## src/rtl/uart_echo_fifo.sv

```systemverilog
// UART loopback engine: synchronised receiver -> circular FIFO -> transmitter.
// Good characters are echoed. Frames with framing or parity errors are reported and dropped.
module uart_echo_fifo #(
  parameter int CLK_DIV    = 434,
  parameter int DATA_BITS  = 8,
  parameter int PARITY     = 0,
  parameter int STOP_BITS  = 1,
  parameter int FIFO_DEPTH = 16
) (
  input  logic                        clk,
  input  logic                        rst,
  input  logic                        uart_rx,
  output logic                        uart_tx,
  input  logic                        echo_en,
  output logic                        rx_err_frame,
  output logic                        rx_err_parity,
  output logic                        fifo_overflow,
  output logic [$clog2(FIFO_DEPTH):0] fifo_level
);
  localparam int AW = $clog2(FIFO_DEPTH);
  localparam int CW = $clog2(STOP_BITS * CLK_DIV);
  localparam int BW = $clog2(DATA_BITS);
  localparam logic [CW-1:0] HALF_M1   = CW'(CLK_DIV / 2 - 1);
  localparam logic [CW-1:0] BIT_M1    = CW'(CLK_DIV - 1);
  localparam logic [CW-1:0] STOP_M1   = CW'(STOP_BITS * CLK_DIV - 1);
  localparam logic [BW-1:0] LAST_BIT  = BW'(DATA_BITS - 1);
  localparam logic          LAST_STOP = (STOP_BITS == 2);

  function automatic logic par_bit(input logic [DATA_BITS-1:0] d);
    return (PARITY == 1) ? ~(^d) : (^d);
  endfunction

  typedef enum logic [2:0] {RX_IDLE, RX_START, RX_DATA, RX_PAR, RX_STOP} rx_state_t;
  typedef enum logic [2:0] {TX_IDLE, TX_START, TX_DATA, TX_PAR, TX_STOP} tx_state_t;

  // Receiver registers
  logic [1:0]           sync_q, sync_d;
  logic                 rx_prev_q, rx_prev_d;
  rx_state_t            rx_state_q, rx_state_d;
  logic [CW-1:0]        rx_cnt_q, rx_cnt_d;
  logic [BW-1:0]        rx_bit_q, rx_bit_d;
  logic                 rx_stop_q, rx_stop_d;
  logic [DATA_BITS-1:0] rx_shift_q, rx_shift_d;
  logic                 rx_ferr_q, rx_ferr_d;
  logic                 rx_perr_q, rx_perr_d;
  logic                 push_q, push_d;
  logic [DATA_BITS-1:0] push_data_q, push_data_d;
  logic                 err_frame_q, err_frame_d;
  logic                 err_par_q, err_par_d;
  logic                 rx_s, ferr_now;

  // FIFO registers
  logic [AW:0]          wr_ptr_q, wr_ptr_d, rd_ptr_q, rd_ptr_d;
  logic                 overflow_q, overflow_d;
  logic [DATA_BITS-1:0] mem_q [FIFO_DEPTH];
  logic [DATA_BITS-1:0] rd_data_q;
  logic                 full, empty, pop, push_ok;

  // Transmitter registers
  tx_state_t            tx_state_q, tx_state_d;
  logic [CW-1:0]        tx_cnt_q, tx_cnt_d;
  logic [BW-1:0]        tx_bit_q, tx_bit_d;
  logic [DATA_BITS-1:0] tx_shift_q, tx_shift_d;
  logic                 tx_par_q, tx_par_d;
  logic                 tx_q, tx_d;

  assign rx_s = sync_q[1];

  always_comb begin
    sync_d      = {sync_q[0], uart_rx};
    rx_prev_d   = rx_s;
    rx_state_d  = rx_state_q;
    rx_cnt_d    = rx_cnt_q + 1'b1;
    rx_bit_d    = rx_bit_q;
    rx_stop_d   = rx_stop_q;
    rx_shift_d  = rx_shift_q;
    rx_ferr_d   = rx_ferr_q;
    rx_perr_d   = rx_perr_q;
    push_d      = 1'b0;
    push_data_d = rx_shift_q;
    err_frame_d = 1'b0;
    err_par_d   = 1'b0;
    ferr_now    = rx_ferr_q | ~rx_s;
    case (rx_state_q)
      RX_IDLE: begin
        rx_cnt_d = '0;
        if (rx_prev_q && !rx_s) rx_state_d = RX_START;
      end
      RX_START: begin
        if (rx_cnt_q == HALF_M1) begin
          rx_cnt_d   = '0;
          rx_bit_d   = '0;
          rx_state_d = rx_s ? RX_IDLE : RX_DATA;
        end
      end
      RX_DATA: begin
        if (rx_cnt_q == BIT_M1) begin
          rx_cnt_d   = '0;
          rx_shift_d = {rx_s, rx_shift_q[DATA_BITS-1:1]};
          rx_bit_d   = rx_bit_q + 1'b1;
          if (rx_bit_q == LAST_BIT) begin
            rx_state_d = (PARITY != 0) ? RX_PAR : RX_STOP;
            rx_stop_d  = 1'b0;
            rx_ferr_d  = 1'b0;
            rx_perr_d  = 1'b0;
          end
        end
      end
      RX_PAR: begin
        if (rx_cnt_q == BIT_M1) begin
          rx_cnt_d   = '0;
          rx_perr_d  = (rx_s != par_bit(rx_shift_q));
          rx_state_d = RX_STOP;
        end
      end
      RX_STOP: begin
        if (rx_cnt_q == BIT_M1) begin
          rx_cnt_d = '0;
          // A framing error masks a parity error in the same character.
          if (rx_stop_q == LAST_STOP) begin
            rx_state_d  = RX_IDLE;
            err_frame_d = ferr_now;
            err_par_d   = !ferr_now && rx_perr_q;
            push_d      = !ferr_now && !rx_perr_q && echo_en;
          end else begin
            rx_ferr_d = ferr_now;
            rx_stop_d = 1'b1;
          end
        end
      end
      default: rx_state_d = RX_IDLE;
    endcase
  end

  always_ff @(posedge clk) begin
    if (rst) begin
      sync_q      <= 2'b11;
      rx_prev_q   <= 1'b1;
      rx_state_q  <= RX_IDLE;
      rx_cnt_q    <= '0;
      rx_bit_q    <= '0;
      rx_stop_q   <= 1'b0;
      rx_shift_q  <= '0;
      rx_ferr_q   <= 1'b0;
      rx_perr_q   <= 1'b0;
      push_q      <= 1'b0;
      push_data_q <= '0;
      err_frame_q <= 1'b0;
      err_par_q   <= 1'b0;
    end else begin
      sync_q      <= sync_d;
      rx_prev_q   <= rx_prev_d;
      rx_state_q  <= rx_state_d;
      rx_cnt_q    <= rx_cnt_d;
      rx_bit_q    <= rx_bit_d;
      rx_stop_q   <= rx_stop_d;
      rx_shift_q  <= rx_shift_d;
      rx_ferr_q   <= rx_ferr_d;
      rx_perr_q   <= rx_perr_d;
      push_q      <= push_d;
      push_data_q <= push_data_d;
      err_frame_q <= err_frame_d;
      err_par_q   <= err_par_d;
    end
  end

  assign full    = (wr_ptr_q[AW] != rd_ptr_q[AW]) && (wr_ptr_q[AW-1:0] == rd_ptr_q[AW-1:0]);
  assign empty   = (wr_ptr_q == rd_ptr_q);
  assign push_ok = push_q && (!full || pop);

  always_comb begin
    wr_ptr_d   = wr_ptr_q + {{AW{1'b0}}, push_ok};
    rd_ptr_d   = rd_ptr_q + {{AW{1'b0}}, pop};
    overflow_d = overflow_q | (push_q & ~push_ok);
  end

  always_ff @(posedge clk) begin
    if (rst) begin
      wr_ptr_q   <= '0;
      rd_ptr_q   <= '0;
      overflow_q <= 1'b0;
    end else begin
      wr_ptr_q   <= wr_ptr_d;
      rd_ptr_q   <= rd_ptr_d;
      overflow_q <= overflow_d;
    end
  end

  // Read-before-write: a simultaneous push into the slot being popped returns the old entry.
  always_ff @(posedge clk) begin
    if (push_ok) mem_q[wr_ptr_q[AW-1:0]] <= push_data_q;
    if (pop)     rd_data_q <= mem_q[rd_ptr_q[AW-1:0]];
  end

  always_comb begin
    tx_state_d = tx_state_q;
    tx_cnt_d   = tx_cnt_q + 1'b1;
    tx_bit_d   = tx_bit_q;
    tx_shift_d = tx_shift_q;
    tx_par_d   = tx_par_q;
    tx_d       = tx_q;
    pop        = 1'b0;
    case (tx_state_q)
      TX_IDLE: begin
        tx_cnt_d = '0;
        tx_d     = 1'b1;
        if (!empty) begin
          pop        = 1'b1;
          tx_state_d = TX_START;
          tx_d       = 1'b0;
        end
      end
      TX_START: begin
        // Popped data lands in rd_data_q one cycle after the pop, well inside the start bit.
        if (tx_cnt_q == BIT_M1) begin
          tx_cnt_d   = '0;
          tx_bit_d   = '0;
          tx_shift_d = rd_data_q;
          tx_par_d   = par_bit(rd_data_q);
          tx_d       = rd_data_q[0];
          tx_state_d = TX_DATA;
        end
      end
      TX_DATA: begin
        if (tx_cnt_q == BIT_M1) begin
          tx_cnt_d   = '0;
          tx_bit_d   = tx_bit_q + 1'b1;
          tx_shift_d = tx_shift_q >> 1;
          if (tx_bit_q == LAST_BIT) begin
            tx_state_d = (PARITY != 0) ? TX_PAR : TX_STOP;
            tx_d       = (PARITY != 0) ? tx_par_q : 1'b1;
          end else begin
            tx_d = tx_shift_q[1];
          end
        end
      end
      TX_PAR: begin
        if (tx_cnt_q == BIT_M1) begin
          tx_cnt_d   = '0;
          tx_d       = 1'b1;
          tx_state_d = TX_STOP;
        end
      end
      TX_STOP: begin
        if (tx_cnt_q == STOP_M1) begin
          tx_cnt_d = '0;
          if (!empty) begin
            pop        = 1'b1;
            tx_state_d = TX_START;
            tx_d       = 1'b0;
          end else begin
            tx_state_d = TX_IDLE;
          end
        end
      end
      default: tx_state_d = TX_IDLE;
    endcase
  end

  always_ff @(posedge clk) begin
    if (rst) begin
      tx_state_q <= TX_IDLE;
      tx_cnt_q   <= '0;
      tx_bit_q   <= '0;
      tx_shift_q <= '0;
      tx_par_q   <= 1'b0;
      tx_q       <= 1'b1;
    end else begin
      tx_state_q <= tx_state_d;
      tx_cnt_q   <= tx_cnt_d;
      tx_bit_q   <= tx_bit_d;
      tx_shift_q <= tx_shift_d;
      tx_par_q   <= tx_par_d;
      tx_q       <= tx_d;
    end
  end

  assign uart_tx       = tx_q;
  assign rx_err_frame  = err_frame_q;
  assign rx_err_parity = err_par_q;
  assign fifo_overflow = overflow_q;
  assign fifo_level    = wr_ptr_q - rd_ptr_q;

endmodule

```

## config.mk

```make
export PLATFORM = sky130hd
export DESIGN_NAME = uart_echo_fifo
export DESIGN_NICKNAME = d
export VERILOG_FILES = /design/src/rtl/uart_echo_fifo.sv
export SDC_FILE = /design/constraint.sdc
export NUM_CORES = 1
export LEC_CHECK = 0
export ABC_AREA = 1
export CAP_MARGIN = 20
export CORE_MARGIN = 4
export CORE_UTILIZATION = 60
export DETAILED_ROUTE_END_ITERATION = 7
export GPL_TIMING_DRIVEN = 0
export PLACE_DENSITY = 0.82
export SLEW_MARGIN = 0
export SYNTH_ARGS = -nofsm -noshare
export SYNTH_HDL_FRONTEND = slang
export SYNTH_SLANG_ARGS = --single-unit
```

## constraint.sdc

```tcl
create_clock -name clk -period 2.95 [get_ports clk]
set_input_delay 0.295 -clock clk [delete_from_list [all_inputs] [get_ports clk]]
set_output_delay 0.295 -clock clk [all_outputs]
set_load 0.005 [all_outputs]
```

==> summary.md <==
| Metric | Value |
|---|---|
| DR iter-0 viols | `684` |
| # setup viols final | `0` |
| CTS tree | `built` |
| Clock sink count | `209` |
| CP peak stage delay | `530 ps` |
| Final Hold Violating Endpoints | `0` |
| DR vias | `6305` |
| Class of the worst hold path | `input pin to register` |
| Main combinational cell family by area after synthesis | `simple AND/OR/NAND/NOR gates` |
| Synth cell types | `40` |
| Crit path DAT | `2470 ps` |
| Crit-path max FO | `5` |
| Post-Synth Simple-Gate Area | `0.165` |
| Post-layout minimum cycle time | `2770 ps` |
| Rel. slew slack | `0.396` |
| CTS Hold Buffers Added | `0` |
| Most frequent cells in the layout | `nor2_1 (139), edfxtp_1 (136), nand2_1 (125), o21ai_0 (95), dfxtp_1 (71)` |
| Number of global-route vias before repair | `6022` |
| DR pass1 iterations | `5` |
| CP startpoint kind | `register` |
| Vias per cell | `5.77` |
| Pre-CTS setup slack | `-196 ps` |
| Worst Setup End Kind | `output port` |
| Mux contribution to synthesized area | `0` |
| Worst-path clk slew | `60 ps` |
| Leading cell type in the layout, fill and taps excluded | `nor2_1` |
| Ant diodes | `0` |
| Wirelength per Cell | `17.5 um` |
| Max cap viols | `0` |
| Clk pwr share | `0.378` |
| Final Max Slew Viols | `0` |
| Peak VDD IR | `0.499 mV` |
| Post-Synth Adder-Cell Area | `0.0265` |
| Setup_tns | `0 ps` |
| Gr ovfl total | `0` |
| Skew-Pair Late Insertion Delay | `480 ps` |
| I/O Pins | `13` |
| Total GRT Usage | `0.235` |
| Synth Area in XOR/XNOR | `0.0178` |
| Fill cells | `968` |
| Combined area of the multi-input logic cells | `2820 um^2` |
| Worst clock skew | `8.82 ps` |
| CTS root buf | `clkbuf_16` |
| Internal power | `0.00502 W` |
| Die Area | `16600 um^2` |
| Placed Cells | `1055` |
| Crit path cell chain | `inv_1 > ha_1 > fa_1 > o21ai_2 > xnor2_1 > clkdlybuf4s50_1` |
| RSZ-0062 raised after global routing | `false` |
| Sw Pwr | `0.00173 W` |
| Tightest Pin Transition | `902 ps` |
| Post-route non-filler standard cell count | `1092` |
| CP max stage cell | `clkdlybuf4s50_1` |
| Detailed placer's ending HPWL | `12600 um` |
| Final worst slack | `181 ps` |
| Core area | `14100 um^2` |
| Switching portion of total power | `0.256` |
| Required time worst endpoint | `2650 ps` |
| Antenna violations before repair | `0` |
| Syn-to-layout area delta | `12.0%` |
| H-tree level count | `1` |
| R2R setup slack | `210 ps` |
| Largest net degree at the start of global routing | `17` |
| Final GP Congestion | `0.934` |
| Synth Register Bits | `209` |
| DP Area | `9130 um^2` |
| DRC | `0` |
| Power density cells | `686 nW/um^2` |
| Register area | `5550 um^2` |
| Row cnt | `43` |
| Clk buf depth | `3` |
| Final Cell Area | `9840 um^2` |
| Layout cell share with drive strength beyond 1 | `0.0921` |
| TritonCTS Buffers | `21` |
| FMAX | `361 MHz` |
| Die W | `129 um` |
| PortBufs | `12` |
| Outcome | `finished, final reports clean` |
| Post-Syn Area | `8790 um^2` |
| First-pass GRT wire length | `30600 um` |
| Synth Area in Compound Gates | `0.108` |
| Synth Net Count | `885` |
| Logic pwr share | `0.142` |
| Reg power frac | `0.480` |
| Die height | `129 um` |
| WS Path Type | `register to output port` |
| Seq/Total Area, Yosys | `0.631` |
| WHS | `380 ps` |
| Fin nets | `920` |
| Initial Utilization | `0.623` |
| YS warnings | `0` |
| Antenna-violating nets left | `0` |
| Tcrit/Tclk final | `0.939` |
| Avg Inst Size Synth | `10.2 um^2` |
| Leak | `3.65 nW` |
| Gate Count Post-Synth | `863` |
| Drt total wl | `19100 um` |
[critical path: cells and delay by family, from the launching register on]
family                     cells  cell delay, ps
DFF                            1             400
xor gates and xnor gates       1             130
AOI/OAI and AO/OA              1             190
buffers and inverters          2             620
adders and majority gates      2             650
[what timing repair did]
item | in CTS | in global routing
gates resized for setup | 2 | 8
setup buffers | 0 | 2
pin swaps | 0 | 1
setup endpoints to repair | 89 | 46
[logic make-up after synthesis]
group,Yosys count
AO/OA/AOI/OAI,169
XOR/XNOR,17
adder cells (fa/ha/maj),18
buffers and inverters,110
flip-flops,209
AND/OR/NAND/NOR,340
[cell usage after synthesis, drive strengths merged]
cell type | number | area [um^2]
a211oi | 1 | 7.51
a21oi | 30 | 161
buf | 13 | 83.8
clkbuf | 19 | 71.3
dfxtp | 73 | 1460
edfxtp | 136 | 4080
fa | 1 | 20.0
ha | 17 | 213
inv | 78 | 293
nand2 | 128 | 493
nand2b | 1 | 13.8
nand3 | 40 | 210
nand4 | 6 | 37.5
nor2 | 154 | 631
nor3 | 5 | 30.0
nor3b | 1 | 7.51
nor4 | 2 | 12.5
o211ai | 4 | 30.0
o21ai | 100 | 504
o21bai | 1 | 7.51
o221ai | 13 | 114
o22ai | 20 | 125
or2 | 3 | 18.8
xnor2 | 6 | 52.6
xor2 | 11 | 104
[power by group through the flow]
| stage | Sequential, W | Clock [W] | Combinational [W] |
|---|---|---|---|
| 6_report | 0.00324 | 0.00256 | 0.000959 |
| 5_1_grt | 0.00325 | 0.00272 | 0.00109 |
| 4_1_cts | 0.00324 | 0.00258 | 0.000948 |
| 3_5_place_dp | 0.00330 | 0 | 0.000937 |
| 3_3_place_gp | 0.00330 | 0 | 0.000905 |
| 2_1_floorplan | 0.00328 | 0 | 0.000662 |
[final cells by class]
type	count	area share
Timing Repair Buffer	14	0.0137
Buffer	30	0.0151
Sequential cell	209	0.564
Clock buffer	30	0.0589
Tap cell	180	0.0229
Clock inverter	7	0.00864
Multi-Input combinational cell	544	0.287
Inverter	78	0.0301
[state kept, by name, indices dropped and copies added (netlist names), 5 cells and up]
signal	count
mem_q	128
push_data_d	8
push_data_q	8
rd_data_q	8
rd_ptr_q	5
rx_cnt_q	9
tx_cnt_q	9
tx_shift_q	7
wr_ptr_q	5
[final timing paths]
check        cells after the start             to         from
max                              6  fifo_level[4]  wr_ptr_q[0]
min                              2      sync_q[0]      uart_rx
max reg2reg                     15    wr_ptr_q[4]  rd_ptr_q[2]
min reg2reg                      1      sync_q[1]    sync_q[0]
[metrics by stage]
stage,util,power (W)
6_report,0.698,0.00675
5_1_grt,0.698,0.00706
4_1_cts,0.695,0.00676
3_5_place_dp,0.648,0.00424
3_3_place_gp,0.648,0.00420
2_1_floorplan,-,0.00394
[per-layer routing]
layer	vias up	global-route usage	wire, um
met3	43	0.0420	1550
met4	0	0.0723	515
met1	2967	0.313	7680
li1	3019	-	-
met2	276	0.395	9340
met5	-	0	0
Note: power is estimated with default switching activity, not from simulation.
